### src/rtl/mod_mem_bus_bridge_if.sv
// ---------------------------------------------------------------------------
// mod_mem_bus_bridge_if
// Purpose : Avalon-MM-style main-memory bus between the cache bridge (master)
//           and the memory slave.
// Signals :
//   address / writedata / byteenable  master -> slave  command payload
//   read / write                      master -> slave  command strobes
//   waitrequest                       slave  -> master stall; command accepted
//                                                      in a cycle it is low
//   readdatavalid / readdata          slave  -> master read response
// ---------------------------------------------------------------------------
interface mod_mem_bus_bridge_if #(
    parameter int XLEN     = 32,
    parameter int BE_WIDTH = 4
) ();
    logic [XLEN-1:0]     address;
    logic [XLEN-1:0]     writedata;
    logic [BE_WIDTH-1:0] byteenable;
    logic                read;
    logic                write;
    logic                waitrequest;
    logic                readdatavalid;
    logic [XLEN-1:0]     readdata;

    modport master (
        output address, writedata, byteenable, read, write,
        input  waitrequest, readdatavalid, readdata
    );

    modport slave (
        input  address, writedata, byteenable, read, write,
        output waitrequest, readdatavalid, readdata
    );
endinterface

### src/rtl/mod_mem_bus_bridge.sv
// ---------------------------------------------------------------------------
// mod_mem_bus_bridge
// Purpose : Takes the cache's single-word memory request (level-held
//           read/write) and runs it as one Avalon-MM-style bus transaction.
//           Completion is reported with a one-cycle memory_operation_stb_o.
//           A timeout guard forces completion (with bus_error_o) when the
//           slave never accepts the command or never returns read data.
// Ports   :
//   clk_i, rst_i               clock (rising edge), async active-high reset
//   memory_address_i           request address from cache
//   memory_writedata_i         write data from cache
//   memory_byteenable_i        byte lanes
//   memory_read_i/_write_i     request levels, held until stb
//   memory_readdata_o          read result; holds its value between pulses
//   memory_operation_stb_o     one-cycle completion pulse
//   bus_error_o                high with stb when the access timed out
//   bus                        master side of the memory bus (all outputs
//                              registered)
// Note    : TIMEOUT_BITS must satisfy 2**TIMEOUT_BITS > TIMEOUT_CYCLES.
// ---------------------------------------------------------------------------
module mod_mem_bus_bridge #(
    parameter int XLEN           = 32,
    parameter int BE_WIDTH       = 4,
    parameter int TIMEOUT_CYCLES = 255,
    parameter int TIMEOUT_BITS   = 8
) (
    input  logic                 clk_i,
    input  logic                 rst_i,
    input  logic [XLEN-1:0]      memory_address_i,
    input  logic [XLEN-1:0]      memory_writedata_i,
    input  logic [BE_WIDTH-1:0]  memory_byteenable_i,
    input  logic                 memory_read_i,
    input  logic                 memory_write_i,
    output logic [XLEN-1:0]      memory_readdata_o,
    output logic                 memory_operation_stb_o,
    output logic                 bus_error_o,
    mod_mem_bus_bridge_if.master bus
);

    typedef enum logic [1:0] {
        ST_IDLE    = 2'd0,
        ST_REQ     = 2'd1,
        ST_WAIT_RD = 2'd2,
        ST_DONE    = 2'd3
    } state_t;

    // Counter value in the last allowed REQ/WAIT_RD cycle: the bridge spends
    // exactly TIMEOUT_CYCLES cycles there before a forced completion.
    localparam logic [TIMEOUT_BITS-1:0] TIMEOUT_LAST = TIMEOUT_BITS'(TIMEOUT_CYCLES - 1);
    localparam logic [TIMEOUT_BITS-1:0] CNT_MAX      = {TIMEOUT_BITS{1'b1}};

    state_t              state_r;
    logic                is_write_r;
    logic [TIMEOUT_BITS-1:0] timeout_cnt_r;
    logic [XLEN-1:0]     bus_address_r;
    logic [XLEN-1:0]     bus_writedata_r;
    logic [BE_WIDTH-1:0] bus_byteenable_r;
    logic                bus_read_r;
    logic                bus_write_r;
    logic [XLEN-1:0]     readdata_r;
    logic                stb_r;
    logic                error_r;
    logic                timeout_hit_s;

    // Saturating increment so the counter can never wrap back into range.
    function automatic logic [TIMEOUT_BITS-1:0] sat_inc(input logic [TIMEOUT_BITS-1:0] v);
        if (v == CNT_MAX) begin
            return v;
        end else begin
            return v + TIMEOUT_BITS'(1);
        end
    endfunction

    // Timeout fires at the end of the last allowed waiting cycle.
    always_comb begin
        timeout_hit_s = 1'b0;
        if (timeout_cnt_r >= TIMEOUT_LAST) begin
            timeout_hit_s = 1'b1;
        end else begin
            timeout_hit_s = 1'b0;
        end
    end

    // Bridge FSM with all outputs registered.
    always_ff @(posedge clk_i or posedge rst_i) begin
        if (rst_i) begin
            state_r          <= ST_IDLE;
            is_write_r       <= 1'b0;
            timeout_cnt_r    <= '0;
            bus_address_r    <= '0;
            bus_writedata_r  <= '0;
            bus_byteenable_r <= '0;
            bus_read_r       <= 1'b0;
            bus_write_r      <= 1'b0;
            readdata_r       <= '0;
            stb_r            <= 1'b0;
            error_r          <= 1'b0;
        end else begin
            case (state_r)
                ST_IDLE: begin
                    stb_r   <= 1'b0;
                    error_r <= 1'b0;
                    if (memory_write_i || memory_read_i) begin
                        // Write wins when both are requested.
                        bus_address_r    <= memory_address_i;
                        bus_writedata_r  <= memory_writedata_i;
                        bus_byteenable_r <= memory_byteenable_i;
                        bus_write_r      <= memory_write_i;
                        bus_read_r       <= ~memory_write_i;
                        is_write_r       <= memory_write_i;
                        timeout_cnt_r    <= '0;
                        state_r          <= ST_REQ;
                    end else begin
                        state_r <= ST_IDLE;
                    end
                end

                ST_REQ: begin
                    timeout_cnt_r <= sat_inc(timeout_cnt_r);
                    // Acceptance beats a coincident timeout: the slave took it.
                    if (!bus.waitrequest) begin
                        bus_read_r  <= 1'b0;
                        bus_write_r <= 1'b0;
                        if (is_write_r) begin
                            readdata_r <= '0;
                            error_r    <= 1'b0;
                            stb_r      <= 1'b1;
                            state_r    <= ST_DONE;
                        end else begin
                            state_r <= ST_WAIT_RD;
                        end
                    end else if (timeout_hit_s) begin
                        bus_read_r  <= 1'b0;
                        bus_write_r <= 1'b0;
                        readdata_r  <= '0;
                        error_r     <= 1'b1;
                        stb_r       <= 1'b1;
                        state_r     <= ST_DONE;
                    end else begin
                        state_r <= ST_REQ;
                    end
                end

                ST_WAIT_RD: begin
                    timeout_cnt_r <= sat_inc(timeout_cnt_r);
                    if (bus.readdatavalid) begin
                        readdata_r <= bus.readdata;
                        error_r    <= 1'b0;
                        stb_r      <= 1'b1;
                        state_r    <= ST_DONE;
                    end else if (timeout_hit_s) begin
                        readdata_r <= '0;
                        error_r    <= 1'b1;
                        stb_r      <= 1'b1;
                        state_r    <= ST_DONE;
                    end else begin
                        state_r <= ST_WAIT_RD;
                    end
                end

                ST_DONE: begin
                    // The requester drops its level on this edge, so the
                    // request is only looked at again from IDLE.
                    stb_r   <= 1'b0;
                    error_r <= 1'b0;
                    state_r <= ST_IDLE;
                end

                default: begin
                    bus_read_r  <= 1'b0;
                    bus_write_r <= 1'b0;
                    stb_r       <= 1'b0;
                    error_r     <= 1'b0;
                    state_r     <= ST_IDLE;
                end
            endcase
        end
    end

    assign bus.address            = bus_address_r;
    assign bus.writedata          = bus_writedata_r;
    assign bus.byteenable         = bus_byteenable_r;
    assign bus.read               = bus_read_r;
    assign bus.write              = bus_write_r;
    assign memory_readdata_o      = readdata_r;
    assign memory_operation_stb_o = stb_r;
    assign bus_error_o            = error_r;

endmodule

### src/flat_wrapper.sv
// flat-port wrapper written by rule: the top's interface ports become plain ports
module mod_mem_bus_bridge_flat 
#(
    parameter int XLEN           = 32,
    parameter int BE_WIDTH       = 4,
    parameter int TIMEOUT_CYCLES = 255,
    parameter int TIMEOUT_BITS   = 8
)
  (clk_i, rst_i, memory_address_i, memory_writedata_i, memory_byteenable_i, memory_read_i, memory_write_i, memory_readdata_o, memory_operation_stb_o, bus_error_o, bus_address, bus_writedata, bus_byteenable, bus_read, bus_write, bus_waitrequest, bus_readdatavalid, bus_readdata);
  mod_mem_bus_bridge_if #(.XLEN(XLEN), .BE_WIDTH(BE_WIDTH)) bus_i ();
  input  logic clk_i;
  input  logic rst_i;
  input  logic [XLEN-1:0] memory_address_i;
  input  logic [XLEN-1:0] memory_writedata_i;
  input  logic [BE_WIDTH-1:0] memory_byteenable_i;
  input  logic memory_read_i;
  input  logic memory_write_i;
  output logic [XLEN-1:0] memory_readdata_o;
  output logic memory_operation_stb_o;
  output logic bus_error_o;
  output wire logic [$bits(bus_i.address)-1:0] bus_address;
  output wire logic [$bits(bus_i.writedata)-1:0] bus_writedata;
  output wire logic [$bits(bus_i.byteenable)-1:0] bus_byteenable;
  output wire logic [$bits(bus_i.read)-1:0] bus_read;
  output wire logic [$bits(bus_i.write)-1:0] bus_write;
  input wire logic [$bits(bus_i.waitrequest)-1:0] bus_waitrequest;
  input wire logic [$bits(bus_i.readdatavalid)-1:0] bus_readdatavalid;
  input wire logic [$bits(bus_i.readdata)-1:0] bus_readdata;
  assign bus_address = bus_i.address;
  assign bus_writedata = bus_i.writedata;
  assign bus_byteenable = bus_i.byteenable;
  assign bus_read = bus_i.read;
  assign bus_write = bus_i.write;
  assign bus_i.waitrequest = bus_waitrequest;
  assign bus_i.readdatavalid = bus_readdatavalid;
  assign bus_i.readdata = bus_readdata;
  mod_mem_bus_bridge #(.XLEN(XLEN), .BE_WIDTH(BE_WIDTH), .TIMEOUT_CYCLES(TIMEOUT_CYCLES), .TIMEOUT_BITS(TIMEOUT_BITS)) u_core (.clk_i(clk_i), .rst_i(rst_i), .memory_address_i(memory_address_i), .memory_writedata_i(memory_writedata_i), .memory_byteenable_i(memory_byteenable_i), .memory_read_i(memory_read_i), .memory_write_i(memory_write_i), .memory_readdata_o(memory_readdata_o), .memory_operation_stb_o(memory_operation_stb_o), .bus_error_o(bus_error_o), .bus(bus_i));
endmodule
### config.mk
export PLATFORM = sky130hd
export DESIGN_NAME = mod_mem_bus_bridge_flat
export DESIGN_NICKNAME = d
export VERILOG_FILES = /design/src/rtl/mod_mem_bus_bridge_if.sv /design/src/rtl/mod_mem_bus_bridge.sv /design/src/flat_wrapper.sv
export SDC_FILE = /design/constraint.sdc
export NUM_CORES = 1
export LEC_CHECK = 0
export BUFFER_PORTS_ARGS = -buffer_cell sky130_fd_sc_hd__buf_2
export CORE_ASPECT_RATIO = 0.6
export CORE_MARGIN = 2
export CORE_UTILIZATION = 45
export DETAILED_ROUTE_END_ITERATION = 12
export PLACE_DENSITY = 0.75
export SYNTH_ARGS = -nofsm -noshare
export SYNTH_HDL_FRONTEND = slang
export SYNTH_SLANG_ARGS = --single-unit
### constraint.sdc
create_clock -name clk_i -period 5.3 [get_ports clk_i]
set_clock_uncertainty 0.1 [all_clocks]
set_input_delay 0.795 -clock clk_i [delete_from_list [all_inputs] [get_ports clk_i]]
set_output_delay 0.795 -clock clk_i [all_outputs]
set_load 0.01 [all_outputs]
==> parameters.txt <==
Parameter                              Value

Floorplanning
  Starting density of the core ... a little under half
  Area of the core region ... 9880 sq um
  Area of the die ... 11100 sq um
  Die Wd ... between 100 and 150 um
  Standard-cell rows ... 28
  Num ports ... between 200 and 250
  Die Y-Extent ... 82.3 um

Timing
  Worst hold slack after final layout ... 393 ps
  Final worst-path cycle share ... 42.0%
  Sum Neg Setup Slack ... 0 ps
  Unrepaired setup endpoints after global routing ... no
  Slew at the pin with the worst max-slew slack ... 891 ps
  Count of endpoints failing setup in the final report ... 0
  Max frequency ... 449 MHz
  Shortest clock period the worst path allows after layout ... about 2200 ps
  Fin. max-slew vios ... 0
  Headroom to the max-slew limit ... 40.6%
  Final Hold Violating Endpoints ... 0

Critical path
  Data arrival at the endpoint of the critical path ... 2400 ps
  CP Launch Type ... register
  Cell type group with the largest total delay on the critical path ... buffers and inverters
  CP Capture Point ... u_core.bus.address[11]
  Worst R2R End ... u_core.bus.address[11]
  Endpoint kind of the worst setup timing path ... register
  Worst EP required ... 5470 ps
  Buf+Inv Stages, Crit Path ... 2
  Startpoint of the lowest-slack register-to-register path ... u_core.state_r[0]
  Worst setup path class ... reg -> reg
  Worst-case register-to-register setup slack ... 3070 ps
  FF-to-FF path depth ... 5
  Origin of the worst setup path ... u_core.state_r[0]
  Cell Chain, Critical Path ... inv_1 > ha_1 > o21ai_4 > buf_4 > mux2_2
  Number of stages on the worst setup path ... 5
  Maximum net fanout on the critical path ... 68
  Max stage delay cell, worst path ... sky130_fd_sc_hd__buf_4
  Crit path largest cell delay ... 630 ps

Routing
  Sum of routed wire length over all layers ... about 11 mm
  Detail-routed via count per cell ... 5.03
  Detail Route Antenna Nets ... 0
  Vias after detailed routing ... between 3000 and 4000
  Detail-routed net length per standard cell ... approximately 15 um
  Drt pass-1 iters ... 4
  Violation count after the first detailed-route iteration ... 107
  Residual DRC count ... 0

Synthesis
  Async set or reset register ratio after synthesis ... 100%
  Cell taking the most area after synthesis ... sky130_fd_sc_hd__dfrtp_1
  Netlist cell types ... 41
  Number of enable-type register cells in the synthesized netlist ... 0
  Post-synthesis cell count ... 326
  Fraction of the yosys area taken by sequential cells ... 62.6%
  Ys Warns ... 0
  Syn Std Cell Area ... 4590 sq um
  Mapped Nets ... about 440
  Cell with the most instances after synthesis ... sky130_fd_sc_hd__dfrtp_1
  Area share of the leading cell type in the synthesized netlist ... 62.6%
  Synthesized area divided by synthesized cell count ... between 10 and 15 sq um
  Most frequent cells after synthesis ... sky130_fd_sc_hd__dfrtp_1, sky130_fd_sc_hd__mux2_2, sky130_fd_sc_hd__a22o_1, sky130_fd_sc_hd__nand2_1, sky130_fd_sc_hd__inv_1
  Register bit count reported by yosys ... 115
  Post-synth top flop ... sky130_fd_sc_hd__dfrtp_1
  Top cells by area in the synthesized netlist ... sky130_fd_sc_hd__dfrtp_1, sky130_fd_sc_hd__mux2_2, sky130_fd_sc_hd__a22o_1

Final layout
  P&R area growth vs syn ... 39.0%
  Number of non-filler instances in the completed layout ... 689
  NumNets Final ... 654
  Share of post-route cells with drive strength above 1 ... approximately 57%
  ANT cells ... 0

Global route
  Number of antenna violations at the first check in global routing ... 0
  Via count of the first global-routing pass ... 3280
  Wire length of the first global-routing pass ... between 15 and 20 mm
  Largest net degree at the start of global routing ... 76
  Total GRT Usage ... 19.1%
  Remaining global-route overflow ... 0

Pwr
  Power density over cell area ... about 630 nW/um^2
  Standby leakage power ... 3.23 nW
  Peak VDD IR ... around 300 uV

Clock tree
  Total CTS buffers ... 17
  Sinks on Clock Net ... ~120
  Clock tree root buffer cell ... sky130_fd_sc_hd__clkbuf_16
  Setup Buffers After CTS ... 0
  CTS clock-pin slew for the worst setup and hold paths ... 60 ps
  Insertion delay of the later-clocked pin in the worst-skew pair ... 390 ps
  Number of buffers on the longest clock path ... 2
  TritonCTS clock tree ... built
  CTS Hold Bufs ... 0
  H-tree depth ... 4
  Post_cts resized ... 0

Flow run
  Max-cap violation count ... 0

Placed design
  HPWL after detailed placement ... 7.58 mm
  Final estimated routing congestion in global placement ... 0.785
  Placed Instances ... 658
  Number of I/O port buffers ... 209

Min path
  Tightest Hold Check Type ... reg -> reg
  Hold path startpoint ... u_core.memory_readdata_o[12]

Status
  Run status ... completed
## cells in the final DEF (no fill, tap or decap), types with 2 or more instances in the layout
cell                        Yosys  routed
sky130_fd_sc_hd__mux2_2        68      68
sky130_fd_sc_hd__clkbuf_8       0       3
sky130_fd_sc_hd__bufinv_16      0       3
sky130_fd_sc_hd__nand2_1       12      12
sky130_fd_sc_hd__clkbuf_16      0      17
sky130_fd_sc_hd__a21oi_1        9       9
sky130_fd_sc_hd__buf_4          0       4
sky130_fd_sc_hd__o21ai_0        6       6
sky130_fd_sc_hd__o211ai_1       2       2
sky130_fd_sc_hd__or3_1          2       2
sky130_fd_sc_hd__nor2_1         7       6
sky130_fd_sc_hd__and3_1         2       2
sky130_fd_sc_hd__or4_1          2       2
sky130_fd_sc_hd__ha_1           6       6
sky130_fd_sc_hd__a22o_1        33      33
sky130_fd_sc_hd__clkinv_2       0       5
sky130_fd_sc_hd__buf_2          7     209
sky130_fd_sc_hd__nand3_1        9       9
sky130_fd_sc_hd__or4b_1         3       3
sky130_fd_sc_hd__dfrtp_1      115     115
sky130_fd_sc_hd__o2bb2ai_1      2       2
sky130_fd_sc_hd__inv_1         10       9
## worst min path at each step
| stage | to | cells past startpoint | slack (ps) |
|---|---|---|---|
| floorplan | u_core.bus_error_o | 1 | 390 |
| global placement | u_core.memory_readdata_o[14] | 1 | 380 |
| detailed placement | u_core.memory_readdata_o[14] | 1 | 380 |
| CTS | u_core.memory_readdata_o[3] | 1 | 390 |
| global route | u_core.bus.writedata[31] | 1 | 410 |
| finish | u_core.memory_readdata_o[12] | 1 | 390 |
## layout make-up
class,count,area [sq um]
clock buffer,21,470
multi-input combinational,185,1620
fill,761,3490
timing repair buffer,213,1080
tap,135,169
inverter,10,40.0
sequential,115,2880
clock inverter,10,131
## stage by stage
step	total power, mW	cell area [sq um]	utilization [%]	setup slack [ps]
6_report	4.05	6380	64.6	3070
5_1_grt	4.31	6380	64.6	2950
4_1_cts	4.10	6380	64.6	3080
3_5_place_dp	2.93	5780	58.5	2860
3_3_place_gp	2.87	5780	58.5	2920
2_1_floorplan	2.36	4590	-	1360
## state kept, by name, indices dropped and copies added, names as in the netlist, named ones only
name / count
u_core.bus.address: 32
u_core.bus.byteenable: 4
u_core.bus.read: 1
u_core.bus.write: 1
u_core.bus.writedata: 32
u_core.bus_error_o: 1
u_core.is_write_r: 1
u_core.memory_operation_stb_o: 1
u_core.memory_readdata_o: 32
u_core.state_r: 1
u_core.timeout_cnt_r: 8
## layer usage
metal  part of all wire [%]  vias to the layer above  track usage, %
met5                      0                        -               0
met1                     45                     1672            25.5
li1                       -                     1631               -
met4                    1.1                        0            6.84
met3                    8.9                       10            7.63
met2                     45                      155            28.6
## power by group
group	internal, mW	switching, mW
Combinational	0.718	0.711
Sequential	1.27	0.210
Clock	0.770	0.379
Total	2.75	1.30
## cell families (layout without fill, tap and decap cells)
family / count (synthesis) / after routing / share of synthesized area (%)
flip-flops: 115 / 115 / 62.6
multiplexers: 69 / 69 / 16.9
AO/OA/AOI/OAI: 64 / 64 / 10.7
AND/OR/NAND/NOR: 46 / 46 / 5.69
buffers and inverters: 26 / 254 / 2.48
adder cells (fa/ha/maj): 6 / 6 / 1.63
Note: power is estimated with default switching activity, not from simulation.
